==> src/rtl/branch_target_sched_pkg.sv <==
// Shared definitions for the branch/jump target scheduler.
// Latency: n/a (types and constants only).
// Backpressure: n/a.
package branch_target_sched_pkg;

    // Source tag carried with every target; also the round-robin pointer encoding.
    localparam logic SRC_BR = 1'b0;
    localparam logic SRC_J  = 1'b1;

    // Jump instruction index width fixed by the MIPS J-format.
    localparam int MIPS_JIDX_W = 26;

    // One entry of the shift stage: operand already shifted left by 2,
    // base is the requester's PC+4.
    typedef struct packed {
        logic        valid;
        logic        src;
        logic [31:0] base;
        logic [31:0] shift;
    } pipe_entry_t;

endpackage

==> src/rtl/branch_target_sched_arbiter.sv <==
// Two-requester arbiter (branch vs jump) with round-robin or fixed priority.
// Latency: grants are combinational from req/en; pointer updates on the granting edge.
// Backpressure: en low suppresses both grants; pointer holds.
//
// Ports:
//   Clk, Rst        clock, async active-high reset
//   en              grant allowed this cycle (pipeline can accept, no flush)
//   br_req, j_req   requests
//   br_gnt, j_gnt   one-hot-or-zero grants
module tgt_rr_arbiter
    import branch_target_sched_pkg::*;
#(
    parameter bit RR_EN = 1'b1
) (
    input  logic Clk,
    input  logic Rst,
    input  logic en,
    input  logic br_req,
    input  logic j_req,
    output logic br_gnt,
    output logic j_gnt
);

    // Source of the most recent grant; reset to jump so branch wins the first tie.
    logic last_src;
    logic pick_j;

    always_comb begin
        pick_j = 1'b0;
        if (br_req && j_req) begin
            // On a tie, round-robin favours whoever did not win last time.
            pick_j = RR_EN ? (last_src == SRC_BR) : 1'b0;
        end else begin
            pick_j = j_req;
        end
    end

    assign br_gnt = en & br_req & ~pick_j;
    assign j_gnt  = en & j_req  &  pick_j;

    always_ff @(posedge Clk or posedge Rst) begin
        if (Rst) begin
            last_src <= SRC_J;
        end else if (br_gnt || j_gnt) begin
            last_src <= j_gnt ? SRC_J : SRC_BR;
        end
    end

endmodule

==> src/rtl/branch_target_sched.sv <==
// Schedules branch and jump target formation through one shared shift-by-2 stage.
// Latency: 2 cycles from grant to tgt_valid; 1 target/cycle with tgt_ready high.
// Backpressure: tgt_ready low holds S2, S1 holds when full, grants drop to 0.
//
// Ports:
//   Clk, Rst                      clock, async active-high reset
//   br_req/br_imm/br_pc4/br_gnt   branch requester (imm already sign-extended)
//   j_req/j_index/j_pc4/j_gnt     jump requester
//   flush                         drop all in-flight work at the next edge
//   tgt_valid/tgt_ready           output handshake
//   tgt_addr/tgt_src              target and its source (0 branch, 1 jump)
//   busy                          either stage holds a valid entry
module branch_target_sched
    import branch_target_sched_pkg::*;
#(
    parameter bit RR_EN  = 1'b1,
    parameter int JIDX_W = MIPS_JIDX_W
) (
    input  logic              Clk,
    input  logic              Rst,
    input  logic              br_req,
    input  logic [31:0]       br_imm,
    input  logic [31:0]       br_pc4,
    output logic              br_gnt,
    input  logic              j_req,
    input  logic [JIDX_W-1:0] j_index,
    input  logic [31:0]       j_pc4,
    output logic              j_gnt,
    input  logic              flush,
    output logic              tgt_valid,
    input  logic              tgt_ready,
    output logic [31:0]       tgt_addr,
    output logic              tgt_src,
    output logic              busy
);

    if (JIDX_W != MIPS_JIDX_W) begin : g_jidx_chk
        $error("branch_target_sched: JIDX_W must be 26");
    end

    pipe_entry_t s1_q;
    pipe_entry_t s1_d;
    logic        s2_valid;
    logic        s2_adv;
    logic        s1_adv;
    logic        gnt_en;
    logic [31:0] operand;
    logic [31:0] s2_addr_d;

    assign s2_adv = ~s2_valid | tgt_ready;
    assign s1_adv = ~s1_q.valid | s2_adv;
    assign gnt_en = s1_adv & ~flush;

    tgt_rr_arbiter #(
        .RR_EN (RR_EN)
    ) u_arb (
        .Clk    (Clk),
        .Rst    (Rst),
        .en     (gnt_en),
        .br_req (br_req),
        .j_req  (j_req),
        .br_gnt (br_gnt),
        .j_gnt  (j_gnt)
    );

    // Shared shifter input: jump index is zero-extended before the shift.
    always_comb begin
        operand     = j_gnt ? {{(32-JIDX_W){1'b0}}, j_index} : br_imm;
        s1_d        = '0;
        s1_d.valid  = br_gnt | j_gnt;
        s1_d.src    = j_gnt ? SRC_J : SRC_BR;
        s1_d.base   = j_gnt ? j_pc4 : br_pc4;
        s1_d.shift  = operand << 2;
    end

    always_ff @(posedge Clk or posedge Rst) begin
        if (Rst) begin
            s1_q <= '0;
        end else if (flush) begin
            s1_q.valid <= 1'b0;
        end else if (s1_adv) begin
            // No grant simply leaves an empty slot; data fields follow s1_d.
            s1_q <= s1_d;
        end
    end

    // Branch adds with silent 32-bit wrap; jump keeps the PC region bits.
    always_comb begin
        if (s1_q.src == SRC_J) begin
            s2_addr_d = {s1_q.base[31:28], s1_q.shift[27:0]};
        end else begin
            s2_addr_d = s1_q.base + s1_q.shift;
        end
    end

    always_ff @(posedge Clk or posedge Rst) begin
        if (Rst) begin
            s2_valid <= 1'b0;
            tgt_addr <= '0;
            tgt_src  <= SRC_BR;
        end else if (flush) begin
            s2_valid <= 1'b0;
        end else if (s2_adv) begin
            s2_valid <= s1_q.valid;
            // Output data is left as-is when a bubble moves in.
            if (s1_q.valid) begin
                tgt_addr <= s2_addr_d;
                tgt_src  <= s1_q.src;
            end
        end
    end

    assign tgt_valid = s2_valid;
    assign busy      = s1_q.valid | s2_valid;

endmodule

==> config.mk <==
export PLATFORM = sky130hd
export DESIGN_NAME = branch_target_sched
export DESIGN_NICKNAME = d
export VERILOG_FILES = /design/src/rtl/branch_target_sched_pkg.sv /design/src/rtl/branch_target_sched_arbiter.sv /design/src/rtl/branch_target_sched.sv
export SDC_FILE = /design/constraint.sdc
export NUM_CORES = 1
export LEC_CHECK = 0
export CAP_MARGIN = 20
export CORE_ASPECT_RATIO = 1.1
export CORE_MARGIN = 8
export CORE_UTILIZATION = 45
export CTS_CLUSTER_SIZE = 30
export DETAILED_ROUTE_END_ITERATION = 10
export PLACE_DENSITY = 0.76
export RECOVER_POWER = 25
export SYNTH_ARGS = -nofsm -noshare
export SYNTH_HDL_FRONTEND = slang
export SYNTH_SLANG_ARGS = --single-unit
==> constraint.sdc <==
create_clock -name Clk -period 5.5 [get_ports Clk]
set_clock_uncertainty 0.15 [all_clocks]
set_input_delay 1.65 -clock Clk [delete_from_list [all_inputs] [get_ports Clk]]
set_output_delay 1.65 -clock Clk [all_outputs]
set_load 0.05 [all_outputs]
# Word-level counts from Yosys, hierarchy flattened
# Cells that the tools add are included.
[word_totals] reg_bits=99 latch_bits=0 ram_bits=0 mem_bits_ro=0 input_bits=128 output_inout_bits=37 word_cells=38 memories=0
[op_classes] add_sub_neg=1 multipliers=0 n_div=0 magnitude_cmp=0 n_eq_ne=0 n_shift=0 n_mux=9 bitwise_logic=14 n_reduce_logical=6
[op_table] operator="$mux W66" count=1
[op_table] operator="$mux W32" count=2
[op_table] operator="$add A32 B32 Y32" count=1
[op_table] operator="$mux W30" count=1
[op_table] operator="$and A1 B1 Y1" count=5
[op_table] operator="$mux W1" count=5
[op_table] operator="$not A1 Y1" count=5
[op_table] operator="$or A1 B1 Y1" count=4
[op_table] operator="$reduce_bool A2 Y1" count=2
[op_table] operator="$reduce_and A3 Y1" count=1
[op_table] operator="$reduce_and A2 Y1" count=1
[op_table] operator="$logic_and A1 B1 Y1" count=1
[op_table] operator="$logic_or A1 B1 Y1" count=1

# Longest topological paths before layout
[depth] word_depth=9 ltp_mapped=11 depth_no_buf=11

# Cells and area by module
# From an unflattened synthesis, not the netlist that was laid out.
[unflattened] hier_cells=653 hier_area_um2=5853.1
[modules_own_cells] mod="branch_target_sched" n_inst=1 cells_per_inst=644 area_each_um2=5786.8
[modules_own_cells] mod="tgt_rr_arbiter" n_inst=1 cells_per_inst=9 area_each_um2=66.3

# Worst setup path before layout
# OpenSTA, ideal clock, no wires.
[synth_path] kind="input to output" start="in tgt_ready" end="out br_gnt" arrival_time_ps=2792 path_slack_ps=908 stages=4 path_buffers=1 path_cell_list="nor2b_1 -> a21oi_1 -> clkbuf_1 -> and3_1"
[synth_between] elab_chain_cells=5
[synth_rtl] element="start, declared" line="branch_target_sched.sv:31" source="input logic tgt_ready,"
[synth_rtl] element="$or A1 B1 Y1" line="branch_target_sched.sv:50" source="assign s2_adv = ~s2_valid | tgt_ready;"
[synth_rtl] element="$or A1 B1 Y1" line="branch_target_sched.sv:51" source="assign s1_adv = ~s1_q.valid | s2_adv;"
[synth_rtl] element="$and A1 B1 Y1" line="branch_target_sched.sv:52" source="assign gnt_en = s1_adv & ~flush;"
[synth_rtl] element="$and A1 B1 Y1 (2 in a row)" line="branch_target_sched_arbiter.sv:38" source="assign br_gnt = en & br_req & ~pick_j;"
[synth_rtl] element="end, declared" line="branch_target_sched.sv:24" source="output logic br_gnt,"
# No other way between the ends.

# Final worst setup path
[layout_path] start="in tgt_ready" end="out j_gnt"
[layout_between] elab_chain_cells=5
[layout_rtl] element="$or A1 B1 Y1" line="branch_target_sched.sv:50"
[layout_rtl] element="$or A1 B1 Y1" line="branch_target_sched.sv:51"
[layout_rtl] element="$and A1 B1 Y1" line="branch_target_sched.sv:52"
[layout_rtl] element="$and A1 B1 Y1 (2 in a row)" line="branch_target_sched_arbiter.sv:39" source="assign j_gnt = en & j_req & pick_j;"
[layout_rtl] element="end, declared" line="branch_target_sched.sv:28" source="output logic j_gnt,"
# No other way between the ends.

==> flow_metrics.py <==
metrics = {
    "clock_tree": {
        "clock_sinks": 99,
        "root_buffer": "clkbuf_16",
        "cts_hold_buf": 0,
        "clk_pin_slew_ns": 0.07,
        "htreeDepth": 3,
        "numCtsBuffers": 9,
        "clock_latency_ns": 0.35,
        "cts_tree": "built",
        "cts_buffer_depth": 2,
        "ctsResizeCount": 0,
        "postCtsSetupBuffers": 0,
    },
    "route": {
        "drtIter0Drc": 367,
        "drtAntennaViolNets": 0,
        "wl_mm": 16.5,
        "remaining_drc_errors": 0,
        "wl_per_cell_um": 16.3,
        "vias": 5531,
        "via_per_inst": 5.46,
        "dr.pass1.iters": 5,
    },
    "job": {
        "maxCapViolCount": 1,
    },
    "critical_path": {
        "critPathLaunch": "tgt_ready",
        "critical_path_class": "in -> out",
        "arrival_ns": 3.30,
        "rr_endpoint": "tgt_addr[30]$_DFFE_PP0P_",
        "required_ns": 3.70,
        "endpoint_kind": "output port",
        "endpoint": "j_gnt",
        "path_max_fanout": 6,
        "rrSetupSlack_ns": 1.88,
        "start_kind": "input port",
        "ff2ff_path_depth": 11,
        "timing.rr.start": "s1_q[2]$_DFFE_PP0N_",
    },
    "placed_design": {
        "hpwl_mm": 12.3,
        "io_buffers": 162,
        "gp_congestion": 0.882,
    },
    "floorplanning": {
        "start_util": 0.461,
        "pin_count": 165,
        "rows": 43,
        "die_y_um": 135,
        "core_sq_um": 12600,
        "die_w_um": 125,
        "die-area_sq_um": 16900,
    },
    "timing": {
        "finalHoldViolations": 0,
        "layout_worst_path_cycle_share": 0.927,
        "rsz0062_at_grt": "false",
        "max_slew_margin": 0.00445,
        "fin_setup_tns_ns": 0,
        "finalSetupViolCount": 0,
        "timing.fmax_mhz": 196,
        "drv_slew": 0,
        "worst_pin_slew_ns": 1.49,
        "period_needed_ns": 5.10,
    },
    "synthesis": {
        "ys_types": 54,
        "syn_area_sq_um": 5830,
        "yosysTopAreaCellShare": 0.421,
        "synth_flop_cell": "dfrtp_1",
        "syn_avg_cell_area_sq_um": 8.20,
        "synth_edf_count": 0,
        "yosys.area.top_type": "dfrtp_1",
        "ys_seq_elements": 99,
        "yosysMostFrequentCell": "nand2_1",
        "async_flop_share": 1.00,
        "ys_top_cells_by_area": "dfrtp_1, nand2_1, a31oi_1",
        "synthCells": 711,
        "yosysSeqAreaShare": 0.425,
        "yosys-top-cells-count": "nand2_1, dfrtp_1, nor2_1",
        "yosys_warnings": 0,
        "syn-num-nets": 869,
    },
    "final_layout": {
        "layout.nets": 1008,
        "utilization": 0.624,
        "drive_above_1_share": 0.0480,
        "syn_to_final_growth_pct": 35.4,
    },
    "power_and_ir_drop": {
        "p_leak_nw": 3.41,
        "vdd_drop_max_mv": 0.296,
        "p_sw_frac": 0.410,
        "comb_power_share": 0.478,
        "pwr-share-clk": 0.193,
        "p_seq_frac": 0.329,
        "switchingPower_mw": 1.23,
        "p_int_mw": 1.77,
        "p_per_area_nw_per_um2": 380,
    },
    "outcome": {
        "violations": "max-capacitance violations",
        "status": "complete, but fails checks",
    },
    "global_routing": {
        "grt_pass1_wl_mm": 27.1,
        "grt_start_max_net_pins": 123,
        "grt_usage": 0.194,
        "first_global_vias": 5563,
        "grt_antenna_before_repair": 1,
        "grt_overflow_total": 0,
    },
    "hold_path": {
        "worstHoldPathCells": 2,
        "hold_class": "reg -> reg",
    },
}
metal layers:
metal,track usage,vias up,share of wire
met2,0.339,159,0.50
li1,-,2760,-
met4,0.0837,0,0.019
met1,0.226,2594,0.43
met3,0.0407,18,0.048
met5,0,-,0
cells by family (layout without fill, tap and decap cells):
kind of cell / after synthesis / in the layout / synth area share
AOI/OAI and AO/OA: 203 / 203 / 0.226
xor gates and xnor gates: 20 / 20 / 0.0300
adders and majority gates: 30 / 30 / 0.0657
buffers and inverters: 53 / 197 / 0.0348
DFF: 99 / 99 / 0.425
muxes: 4 / 4 / 0.00687
other: 0 / 1 / 0
and+or+nand+nor: 302 / 302 / 0.211
power by group through the flow:
stage,clock network (mW),logic (mW),registers (mW)
after global placement,0,1.39,0.994
after global routing,0.621,1.56,1.01
final,0.579,1.44,0.986
after detailed placement,0,1.42,1.00
after CTS,0.590,1.43,0.988
after floorplan,0,0.677,1.28
state kept, by name (all words and copies together) (netlist names):
register	cells
s1_q	64
tgt_addr	32
u_arb.last_src	1
tgt_valid	1
tgt_src	1
area by class of cell:
cell class | instances | area, sq um
clock inverters | 3 | 15.0
diodes | 1 | 2.50
flip-flops and latches | 99 | 2480
clock buffers | 13 | 250
fillers | 1082 | 4750
well taps | 157 | 196
multi-input cells | 559 | 3170
repair buffers | 171 | 1750
inverters | 10 | 38.8
placed cells by master, fill, tap and decap left out, types with 3 or more instances in the layout:
master | synthesis | layout
a211oi_1 | 6 | 6
a21oi_1 | 37 | 36
a21o_1 | 19 | 19
nor2b_1 | 3 | 3
o21a_1 | 11 | 11
mux2i_1 | 4 | 4
clkbuf_16 | 0 | 9
or3_1 | 5 | 5
nor3_1 | 4 | 4
xor2_1 | 8 | 8
xnor2_1 | 12 | 12
clkinv_2 | 0 | 3
ha_1 | 29 | 29
clkbuf_1 | 37 | 4
nand2_1 | 169 | 168
o21ai_0 | 36 | 36
buf_4 | 0 | 6
dfrtp_1 | 98 | 98
nor2_1 | 91 | 91
clkdlybuf4s50_1 | 0 | 158
nand3_1 | 11 | 11
a31oi_1 | 68 | 68
and2_1 | 4 | 3
and3_1 | 4 | 4
inv_1 | 10 | 9
worst min-delay path by stage:
stage | from | endpoint | slack [ns]
3_5_place_dp | tgt_addr[0]$_DFFE_PP0P_ | tgt_addr[0]$_DFFE_PP0P_ | 0.31
3_3_place_gp | tgt_addr[12]$_DFFE_PP0P_ | tgt_addr[12]$_DFFE_PP0P_ | 0.31
6_report | tgt_addr[0]$_DFFE_PP0P_ | tgt_addr[0]$_DFFE_PP0P_ | 0.32
5_1_grt | tgt_addr[23]$_DFFE_PP0P_ | tgt_addr[23]$_DFFE_PP0P_ | 0.36
4_1_cts | tgt_addr[0]$_DFFE_PP0P_ | tgt_addr[0]$_DFFE_PP0P_ | 0.32
2_1_floorplan | s1_q[28]$_DFFE_PP0N_ | s1_q[28]$_DFFE_PP0N_ | 0.30
critical path, stage by stage:
cell	delay (ns)
dlygate4sd3_1	0.53
nor2b_1	0.51
a21o_1	0.32
nor2_1	0.12
buf_12	0.16
through the flow:
stage / instances / power [mW] / hold WS, ns / instance area (sq um) / setup WS (ns)
2_1_floorplan: 711 / 1.96 / 0.295 / 5830 / 0.908
3_3_place_gp: 994 / 2.38 / 0.312 / 7580 / 0.573
3_5_place_dp: 994 / 2.42 / 0.309 / 7580 / 0.542
4_1_cts: 1010 / 3.01 / 0.325 / 7840 / 0.523
5_1_grt: 1013 / 3.18 / 0.358 / 7900 / 0.279
6_report: 1013 / 3.00 / 0.317 / 7900 / 0.399
No activity file was read; power rests on OpenSTA's default activity.
